**src/rtl/serdes_rx_framer.sv**
```systemverilog
// Serial receive framer: hunts for SYNC_WORD, frames payload bytes MSB first, and buffers them in a show-ahead FIFO.
// Optional macro SERDES_RX_ERR_CNT_EN adds a saturating err_cnt output (sync misses plus dropped bytes).
module serdes_rx_framer #(
    parameter logic [7:0] SYNC_WORD  = 8'h81,
    parameter int         DATA_BYTES = 1,
    parameter int         MAX_MISS   = 3,
    parameter int         FIFO_DEPTH = 4,
    parameter int         DEPTH_LOG2 = 2
) (
    input  logic        clk,
    input  logic        reset,
    input  logic        bit_en,
    input  logic        serial_in,
    output logic [7:0]  out_data,
    output logic        out_valid,
    input  logic        out_ready,
    output logic        locked,
    output logic        sync_err,
    output logic        overflow
`ifdef SERDES_RX_ERR_CNT_EN
    ,
    output logic [15:0] err_cnt
`endif
);

    typedef enum logic [1:0] {HUNT, PAYLOAD, SYNC_CHK} state_t;

    localparam logic [7:0]          LAST_BYTE = 8'(DATA_BYTES - 1);
    localparam logic [3:0]          MISS_LAST = 4'(MAX_MISS - 1);
    localparam logic [DEPTH_LOG2:0] FULL_CNT  = (DEPTH_LOG2 + 1)'(FIFO_DEPTH);

    state_t                state;
    logic [6:0]            sr;
    logic [2:0]            bit_cnt;
    logic [7:0]            byte_cnt;
    logic [3:0]            miss_cnt;

    logic [7:0]            mem [FIFO_DEPTH];
    logic [DEPTH_LOG2-1:0] wr_ptr;
    logic [DEPTH_LOG2-1:0] rd_ptr;
    logic [DEPTH_LOG2:0]   count;

    logic [7:0] next_byte;
    logic       byte_done;
    logic       push;
    logic       pop;
    logic       full;
    logic       wr_en;
    logic       drop;
    logic       sync_miss;

    // The byte completing on this bit_en, including the bit being sampled now.
    assign next_byte = {sr, serial_in};
    assign byte_done = bit_en && (state != HUNT) && (bit_cnt == 3'd7);
    assign push      = byte_done && (state == PAYLOAD);
    assign sync_miss = byte_done && (state == SYNC_CHK) && (next_byte != SYNC_WORD);

    assign full      = (count == FULL_CNT);
    assign out_valid = (count != '0);
    assign pop       = out_valid && out_ready;
    assign wr_en     = push && (!full || pop);
    assign drop      = push && full && !pop;
    assign out_data  = out_valid ? mem[rd_ptr] : 8'h00;

    always_ff @(posedge clk or negedge reset) begin
        if (!reset) begin
            state    <= HUNT;
            sr       <= '0;
            bit_cnt  <= '0;
            byte_cnt <= '0;
            miss_cnt <= '0;
            locked   <= 1'b0;
            sync_err <= 1'b0;
        end else begin
            sync_err <= 1'b0;
            if (bit_en) begin
                sr <= next_byte[6:0];
                case (state)
                    HUNT: begin
                        if (next_byte == SYNC_WORD) begin
                            state    <= PAYLOAD;
                            bit_cnt  <= '0;
                            byte_cnt <= '0;
                            miss_cnt <= '0;
                            locked   <= 1'b1;
                        end
                    end
                    PAYLOAD: begin
                        bit_cnt <= bit_cnt + 3'd1;
                        if (bit_cnt == 3'd7) begin
                            if (byte_cnt == LAST_BYTE) begin
                                byte_cnt <= '0;
                                state    <= SYNC_CHK;
                            end else begin
                                byte_cnt <= byte_cnt + 8'd1;
                            end
                        end
                    end
                    SYNC_CHK: begin
                        bit_cnt <= bit_cnt + 3'd1;
                        if (bit_cnt == 3'd7) begin
                            if (next_byte == SYNC_WORD) begin
                                miss_cnt <= '0;
                                state    <= PAYLOAD;
                            end else begin
                                sync_err <= 1'b1;
                                // Flywheel through isolated misses; only a full run of them drops lock.
                                if (miss_cnt == MISS_LAST) begin
                                    miss_cnt <= '0;
                                    locked   <= 1'b0;
                                    state    <= HUNT;
                                end else begin
                                    miss_cnt <= miss_cnt + 4'd1;
                                    state    <= PAYLOAD;
                                end
                            end
                        end
                    end
                    default: state <= HUNT;
                endcase
            end
        end
    end

    always_ff @(posedge clk or negedge reset) begin
        if (!reset) begin
            wr_ptr   <= '0;
            rd_ptr   <= '0;
            count    <= '0;
            overflow <= 1'b0;
        end else begin
            if (wr_en) wr_ptr <= wr_ptr + 1'b1;
            if (pop)   rd_ptr <= rd_ptr + 1'b1;
            case ({wr_en, pop})
                2'b10:   count <= count + 1'b1;
                2'b01:   count <= count - 1'b1;
                default: count <= count;
            endcase
            if (drop) overflow <= 1'b1;
        end
    end

    always_ff @(posedge clk) begin
        if (wr_en) mem[wr_ptr] <= next_byte;
    end

`ifdef SERDES_RX_ERR_CNT_EN
    // A sync miss and a dropped byte come from different states, so one increment covers both.
    always_ff @(posedge clk or negedge reset) begin
        if (!reset) begin
            err_cnt <= '0;
        end else if ((sync_miss || drop) && (err_cnt != 16'hFFFF)) begin
            err_cnt <= err_cnt + 16'd1;
        end
    end
`endif

endmodule
```
**config.mk**
```make
export PLATFORM = sky130hd
export DESIGN_NAME = serdes_rx_framer
export DESIGN_NICKNAME = d
export VERILOG_FILES = /design/src/rtl/serdes_rx_framer.sv
export SDC_FILE = /design/constraint.sdc
export NUM_CORES = 1
export LEC_CHECK = 0
export ABC_AREA = 1
export CAP_MARGIN = 20
export CORE_UTILIZATION = 40
export CTS_CLUSTER_SIZE = 40
export DETAILED_ROUTE_END_ITERATION = 10
export RECOVER_POWER = 100
export SETUP_SLACK_MARGIN = 0.2
export SLEW_MARGIN = 20
export SYNTH_ARGS = -nofsm -noshare
export SYNTH_HDL_FRONTEND = slang
export SYNTH_SLANG_ARGS = --single-unit
```
**constraint.sdc**
```tcl
create_clock -name clk -period 2.1 [get_ports clk]
set_clock_uncertainty 0.2 [all_clocks]
set_input_delay 0.525 -clock clk [delete_from_list [all_inputs] [get_ports clk]]
set_output_delay 0.525 -clock clk [all_outputs]
set_load 0.1 [all_outputs]
```
Word level (Yosys, flattened, before mapping)
Memory sizes are Yosys's and may differ from the RTL's.
Cells that the tools add are included.
- bits in registers: 34
- memory bits (writable): 32
- output and inout bits: 12
- word-level logic and storage cells: 88
- memories: 1
- $add $sub $neg: 7
- eq/ne operators: 14
- muxes and demuxes: 31
- reduce and logical (&&, ||, !) cells: 24
- memory list (name ; words ; bits a word ; rd ports ; clocked after Yosys merged registers in ; wr ports ; RTL line ; RTL):
    mem ; 4 ; 8 ; 1 ; 0 ; 1 ; 38 ; logic [7:0] mem [FIFO_DEPTH];
- operator list (cell ; number):
    $mux 8 ; 4
    $mux 4 ; 4
    $pmux 8 s2 ; 1
    $mux 1 ; 12
    $pmux 3 s2 ; 2
    $reduce_bool 2->1 ; 5
    $add 8x1->8 const B ; 1
    $eq 8x8->1 const B ; 1
    $logic_not 8->1 ; 1
    $mux 2 ; 4
    $ne 2x2->1 const B ; 4
    $pmux 4 s2 ; 1
    $reduce_and 4->1 ; 2
    $logic_and 1x1->1 ; 7
    $add 3x1->3 const B ; 2
    $eq 3x3->1 const B ; 2
    $pmux 2 s3 ; 1
    $reduce_and 6->1 ; 1
    $reduce_and 5->1 ; 1
    $add 2x1->2 const B ; 2
    $add 4x1->4 const B ; 1
    $eq 2x1->1 const B ; 2
    $eq 2x2->1 const B ; 2
    $eq 4x2->1 const B ; 1
    other kinds (10) ; 12

Logic depth before layout (Yosys ltp)
Gate-level depths: netlist of the first run.
- word-level depth: 7
- depth in mapped cells: 13
- depth with buffers taken out: 13

Least setup slack after synthesis of the first run
OpenSTA, ideal clock, no wires.
- kind: reg2out
- start: reg count[0]
- end: out out_data[0]
- arrival: 2972 ps
- data required time: 1375 ps
- slack: -1597 ps
- stages on the path, launching flop included: 5
- path buffers: 0
- path through: dfrtp_1 nor2_1 nand2_1 inv_1 a21oi_1
- word-level cells in the longest chain between the ends: 2
- RTL lines (what ; RTL line ; RTL):
    start: declaration ; 41 ; logic [DEPTH_LOG2:0] count;
    start signal: assignment ; 135 ; 2'b10: count <= count + 1'b1;
    start signal: assignment ; 136 ; 2'b01: count <= count - 1'b1;
    start signal: assignment ; 137 ; default: count <= count;
    $reduce_bool 3->1 ; 59 ; assign out_valid = (count != '0);
    net out_valid ; 15 ; output logic out_valid,
    $mux 8 ; 63 ; assign out_data = out_valid ? mem[rd_ptr] : 8'h00;
    end: declaration ; 14 ; output logic [7:0] out_data,
The timed path passes the listed nets, and every way through them passes these cells.

Worst setup path in the final report of the first run
- start: reg rd_ptr[0]
- end: out out_data[7]
- word-level cells in the longest chain between the ends: 2
- RTL lines (what ; RTL line ; RTL):
    start: declaration ; 40 ; logic [DEPTH_LOG2-1:0] rd_ptr;
    start signal: assignment ; 133 ; if (pop) rd_ptr <= rd_ptr + 1'b1;
    $mem_v2 4x8 ; n/a ;
    $mux 8 ; 63 ;
No other way between the ends.

==> results of run 1 <==
[layer usage]
metal	track usage	part of all wire	up-vias
li1	-	-	1290
met1	0.223	0.45	1150
met2	0.301	0.51	39
met3	0.0476	0.027	8
met4	0.0462	0.011	0
met5	0	0	-
[cell type report]
cell class | instances | area, µm²
repair buffers | 54 | 559
fillers | 722 | 3480
multi-input cells | 242 | 1500
well taps | 102 | 128
clock buffers | 9 | 124
clock inverters | 7 | 78.8
flip-flops and latches | 66 | 1820
inverters | 43 | 169
[layout by cell type, fill, tap and decap left out, types with 9 or more instances in the layout]
| cell type | count |
|---|---|
| nand3_1 | 18 |
| o21ai_1 | 13 |
| nor2_1 | 43 |
| buf_12 | 12 |
| buf_4 | 24 |
| inv_1 | 29 |
| nand2_1 | 72 |
| dfrtp_1 | 31 |
| clkbuf_8 | 9 |
| o21ai_0 | 17 |
| edfxtp_1 | 32 |
| ha_1 | 10 |
| inv_2 | 11 |
[flip-flops by register name, summed over array words and instances, names as in the netlist]
signal and flops:
byte_cnt 8, locked 1, state 2, sr 7
miss_cnt 4, mem 32, rd_ptr 2, bit_cnt 3
overflow 1, sync_err 1, wr_ptr 2, count 3
[tightest hold or removal path: stages, from the launching register on]
cell	delay (ps)
dfrtp_1	360
o21ai_1	70
nand2_1	50
[how the worst max path moves through the flow]
| stage | startpoint | endpoint | slack, ps | cells past startpoint |
|---|---|---|---|---|
| floorplan | count[0] | out_data[0] | -280 | 4 |
| global placement | bit_en | count[2] | -240 | 11 |
| detailed placement | bit_en | count[2] | -300 | 11 |
| CTS | rd_ptr[0] | out_data[7] | -270 | 7 |
| global route | rd_ptr[0] | out_data[7] | -320 | 7 |
| finish | rd_ptr[0] | out_data[7] | -230 | 7 |
[power by group through the flow]
stage	sequential [µW]	combinational (µW)	clock, µW
after detailed placement	1670	3480	0
after CTS	1640	3680	1100
final	1630	3660	1070
after global routing	1650	3900	1170
after floorplan	1670	2220	0
after global placement	1660	3440	0
[logic make-up (layout without fill, tap and decap cells)]
kind of cell	count (synthesis)	in the layout	share of synthesized area
flip-flops	66	66	0.550
adder cells (fa/ha/maj)	15	15	0.0592
AO/OA/AOI/OAI	51	51	0.0862
buffers and inverters	52	113	0.0641
XOR/XNOR	5	5	0.0133
AND/OR/NAND/NOR	170	171	0.228
[through the flow]
step	total power (µW)	setup WS (ps)	std cells	area [µm²]	utilization
2_1_floorplan	3890	-279	359	3440	-
4_1_cts	6420	-266	522	4400	0.560
5_1_grt	6720	-323	523	4370	0.557
3_5_place_dp	5150	-297	499	4070	0.519
6_report	6360	-232	523	4370	0.557
3_3_place_gp	5100	-244	499	4070	0.519
[what timing repair did]
action                                  CTS  global route
endpoints found under the hold margin     0             0
resized for setup                        21            25
endpoints found under the setup margin   54            59
pin swaps                                 9             6
buffers inserted                          6             1
cloned                                    1             0
==> impl_results.md, run 1 <==
- Fin crit share: 1.11
- Hold-fix buffers, CTS: 0
- Cell Chain, Critical Path: buf_12 > nor2_1 > nor2_1 > o21ai_1 > buf_4 > a21oi_4 > buf_12
- Max Fanout on Critical Path: 12
- Syn nets: 379
- CP max-delay cell: dfrtp_2
- Die height: 92.8 µm
- Overall routing resource usage: 0.177
- Clk_lat worst skew: 330 ps
- Buffers & Inverters on Critical Path: 3
- DR WL/cell: 13.2 µm
- Synth top cells by count: 73 x nand2_1, 53 x nor2_1, 34 x dfrtp_1
- Tightest Pin Transition: 880 ps
- CP Capture Type: primary output
- CTS tree: yes
- Ant diodes: 0
- Worst R2R End: count[2]
- Hold_ws: 317 ps
- Number of synthesized flops with an enable pin: 32
- Worst R2R Setup Slack: 10 ps
- Endpoint, Worst Hold: bit_cnt[1]
- Detailed router's first-iteration violation count: 108
- Leakage: 0.00189 µW
- Clock power frac: 0.169
- PnR worst setup slack: -232 ps
- Cts bufs inserted: 9
- First-pass GRT wire length: 11600 µm
- Sink Count: 66
- Vias per cell: 4.76
- 1st-pass router iterations: 4
- R2R depth: 12
- Gpl congestion: 0.799
- Final Max Slew Viols: 0
- Power Density: 1460 nW/µm²
- Nets: 436
- Area fraction of the dominant cell type after synthesis: 0.291
- Io pins: 17
- Flop pwr share: 0.256
- Worst IR Drop VDD: 0.562 mV
- Layout cell share with drive strength beyond 1: 0.306
- Number of core rows: 32
- Max-Cap Viols: 0
- Largest area contributor in the netlist: edfxtp_1
- DRC: 0
- Logic pwr share: 0.575
- Clock Tree Buf Depth: 2
- Synthesized flop and latch total: 66
- Post-Synthesis Cells: 359
- Required @ worst endpoint: 1370 ps
- Sequential area share after synthesis: 0.550
- Minimum clock period: 2330 ps
- Worst path max stage delay: 420 ps
- Area Overhead vs Synth: 32.6%
- Grt ovf: 0
- Normalized max-slew margin: 0.413
- Largest net degree at the start of global routing: 35
- Mapped Area: 3300 µm²
- DP HPWL: 4810 µm
- Async SR Flop Fraction: 0.515
- Core area: 7850 µm²
- Vias in the first global route: 2425
- RSZ-0062 raised after global routing: yes
- Hold depth: 2
- Switching Fraction: 0.457
- Input/output buffers: 16
- Final Setup Violations: 29
- Total number of vias: 2487
- Status: finished with violations
- FF-to-FF Start: bit_cnt[1]
- Post-route setup TNS: -1800 ps
- Die area: 8610 µm²
- Width of the die: 92.8 µm
- Failing checks: setup timing
- Top post-synthesis cells by area: edfxtp_1 29%, dfrtp_1 26%, nand2_1 8.3%
- Syn. warnings: 0
- H-tree Lvls: 3
- Initial Util: 0.420
- CTS clock-pin slew for the worst setup and hold paths: 80 ps
- Detailed Route WL: 6880 µm
- Kind of start point of the critical path: register
- Most common cell in the netlist: nand2_1
- Endpoints failing hold: 0
- Ys flop type: dfrtp_1
- F_max: 429 MHz
- Antenna-violating nets left: 0
- Mean Syn Cell Area: 9.18 µm²
- Root Buffer: clkbuf_8
- Internal power: 3450 µW
- Synth cell types: 31
- WP data arrival: 1610 ps
- Worst hold path type: reg -> reg
- Top delay family on crit path: buffers and inverters
- Hold Startpoint: bit_cnt[1]
- Initial antenna violation count: 0
- Net switching power: 2910 µW
- WS Path Type: reg -> out
Power figures use the tool's default switching activity.
==> run 2: changes to the inputs <==
DONT_BUFFER_PORTS = 1   (was default)
==> impl_results.md, run 2 (synthesis results as in run 1) <==
- Top Registers: mem (32), byte_cnt (8), sr (7)
- DP Area: 3830 µm²
- Required @ worst endpoint: 1370 ps
- Width of the die: 92.8 µm
- FF/Latch Area: 1810 µm²
- CP Capture Type: primary output
- Endpoints failing hold: 0
- Worst R2R End: mem[1][4]
- F_max: 442 MHz
- Biggest register: mem
- CTS tree: yes
- Input/output buffers: 0
- Nets: 425
- CTS clock-pin slew for the worst setup and hold paths: 70 ps
- Normalized max-slew margin: 0.429
- Number of core rows: 32
- Root Buffer: clkbuf_8
- DR WL/cell: 12.4 µm
- Leakage: 0.00186 µW
- Net switching power: 2860 µW
- DP HPWL: 4220 µm
- Flop pwr share: 0.254
- Layout cell share with drive strength beyond 1: 0.278
- Tightest Pin Transition: 857 ps
- Post-route cell area: 4330 µm²
- Worst hold path type: in -> reg
- Total number of vias: 2429
- Power Density: 1470 nW/µm²
- Commonest non-fill, non-tap cell in the layout: nand2_1
- Detailed Route WL: 6330 µm
- Footprint of the multi-input gates: 1500 µm²
- Worst R2R Setup Slack: -40 ps
- Hold Startpoint: serial_in
- Vias per cell: 4.74
- FILL cells: 697
- Initial antenna violation count: 0
- Vias in the first global route: 2370
- Hold depth: 0
- Antenna-violating nets left: 0
- Final Setup Violations: 41
- Status: finished with violations
- Gpl congestion: 0.764
- Logic pwr share: 0.560
- Fin crit share: 1.08
- Clk_lat worst skew: 330 ps
- Max-Cap Viols: 0
- Io pins: 17
- Util after Layout: 0.551
- Grt ovf: 0
- Die area: 8610 µm²
- H-tree Lvls: 3
- Largest net degree at the start of global routing: 35
- Worst IR Drop VDD: 0.509 mV
- Internal power: 3500 µW
- Clock Tree Buf Depth: 2
- Detailed router's first-iteration violation count: 94
- Post-route setup TNS: -1790 ps
- Kind of start point of the critical path: register
- PnR worst setup slack: -162 ps
- First-pass GRT wire length: 11000 µm
- R2R depth: 8
- Die height: 92.8 µm
- Core area: 7850 µm²
- Switching Fraction: 0.449
- Hold_ws: 88.5 ps
- Clock power frac: 0.185
- Overall routing resource usage: 0.165
- FF-to-FF Start: state[0]
- Minimum clock period: 2260 ps
- Ant diodes: 0
- Failing checks: setup timing
- Max Fanout on Critical Path: 13
- Worst slack, placed: -35.6 ps
- WS Path Type: reg -> out
- Sink Count: 66
- Area Overhead vs Synth: 31.2%
- Max FFs per register: 32
- Endpoint, Worst Hold: mem[2][0]
- RSZ-0062 raised after global routing: yes
- Final Max Slew Viols: 0
- Cts bufs inserted: 9
- Initial Util: 0.420
- Leading cell types in the layout, fill and taps excluded: 75 x nand2_1, 47 x nor2_1, 32 x inv_1, 32 x dfrtp_1, 32 x edfxtp_1
- DRC: 0
- 1st-pass router iterations: 4
- WP data arrival: 1540 ps
[run 2: cell count changes in the layout (fill, tap and decap cells not counted), moves of 4 or more]
| cell | delta |
|---|---|
| o21ai_0 | -9 |
| nor2_1 | +4 |
| inv_2 | -4 |
| buf_4 | -6 |
| o21ai_1 | +4 |
| o21ai_2 | +5 |
| nor2_2 | -4 |
[run 2: worst max path at each step]
stage                         start           to  slack, ps  depth (start not counted)
after floorplan            count[0]  out_data[0]       -280                          4
after global placement     count[0]  out_data[7]          2                          5
after detailed placement   count[0]  out_data[6]        -40                          5
after CTS                 rd_ptr[0]  out_data[5]       -190                          6
after global routing      rd_ptr[0]  out_data[6]       -280                          6
final                     rd_ptr[0]  out_data[5]       -160                          6
[run 2: routing by layer]
metal  global-route usage  up-vias  routed length [µm]
met5                    0        -                   0
met4               0.0500        0                  84
met3               0.0443        7                 221
met2                0.286       31                3140
met1                0.200     1129                2890
li1                     -     1262                   -
[run 2: area by class of cell]
type | count | area share
well taps | 102 | 0.0295
clock inverters | 7 | 0.0231
inverters | 43 | 0.0396
flip-flops and latches | 66 | 0.419
clock buffers | 9 | 0.0286
repair buffers | 43 | 0.112
multi-input cells | 242 | 0.347
[run 2: power groups by stage]
| stage | clock [µW] | combinational, µW | sequential, µW |
|---|---|---|---|
| global route | 1270 | 3810 | 1640 |
| finish | 1180 | 3560 | 1620 |
| CTS | 1220 | 3560 | 1620 |
| detailed placement | 0 | 3220 | 1640 |
| floorplan | 0 | 2220 | 1670 |
| global placement | 0 | 3200 | 1640 |
[run 2: timing repair]
| action | CTS | global route |
|---|---|---|
| hold endpoints to repair | 34 | 0 |
| hold buffers | 2 | 0 |
| pin swaps | 9 | 8 |
| setup endpoints to repair | 52 | 57 |
| cloned | 1 | 0 |
| resized for setup | 31 | 20 |
| buffers inserted | 12 | 3 |
[run 2: worst max-delay path: stages (launching register included)]
cell and delay, ps:
dfrtp_2 430, buf_12 150, nor2_1 50, nor2_1 130, o21ai_2 90, a21oi_4 170
buf_12 190
[run 2: through the flow]
stage / power (µW) / instances
6_report: 6360 / 512
5_1_grt: 6720 / 512
4_1_cts: 6400 / 509
3_5_place_dp: 4860 / 478
3_3_place_gp: 4840 / 478
2_1_floorplan: 3890 / 359
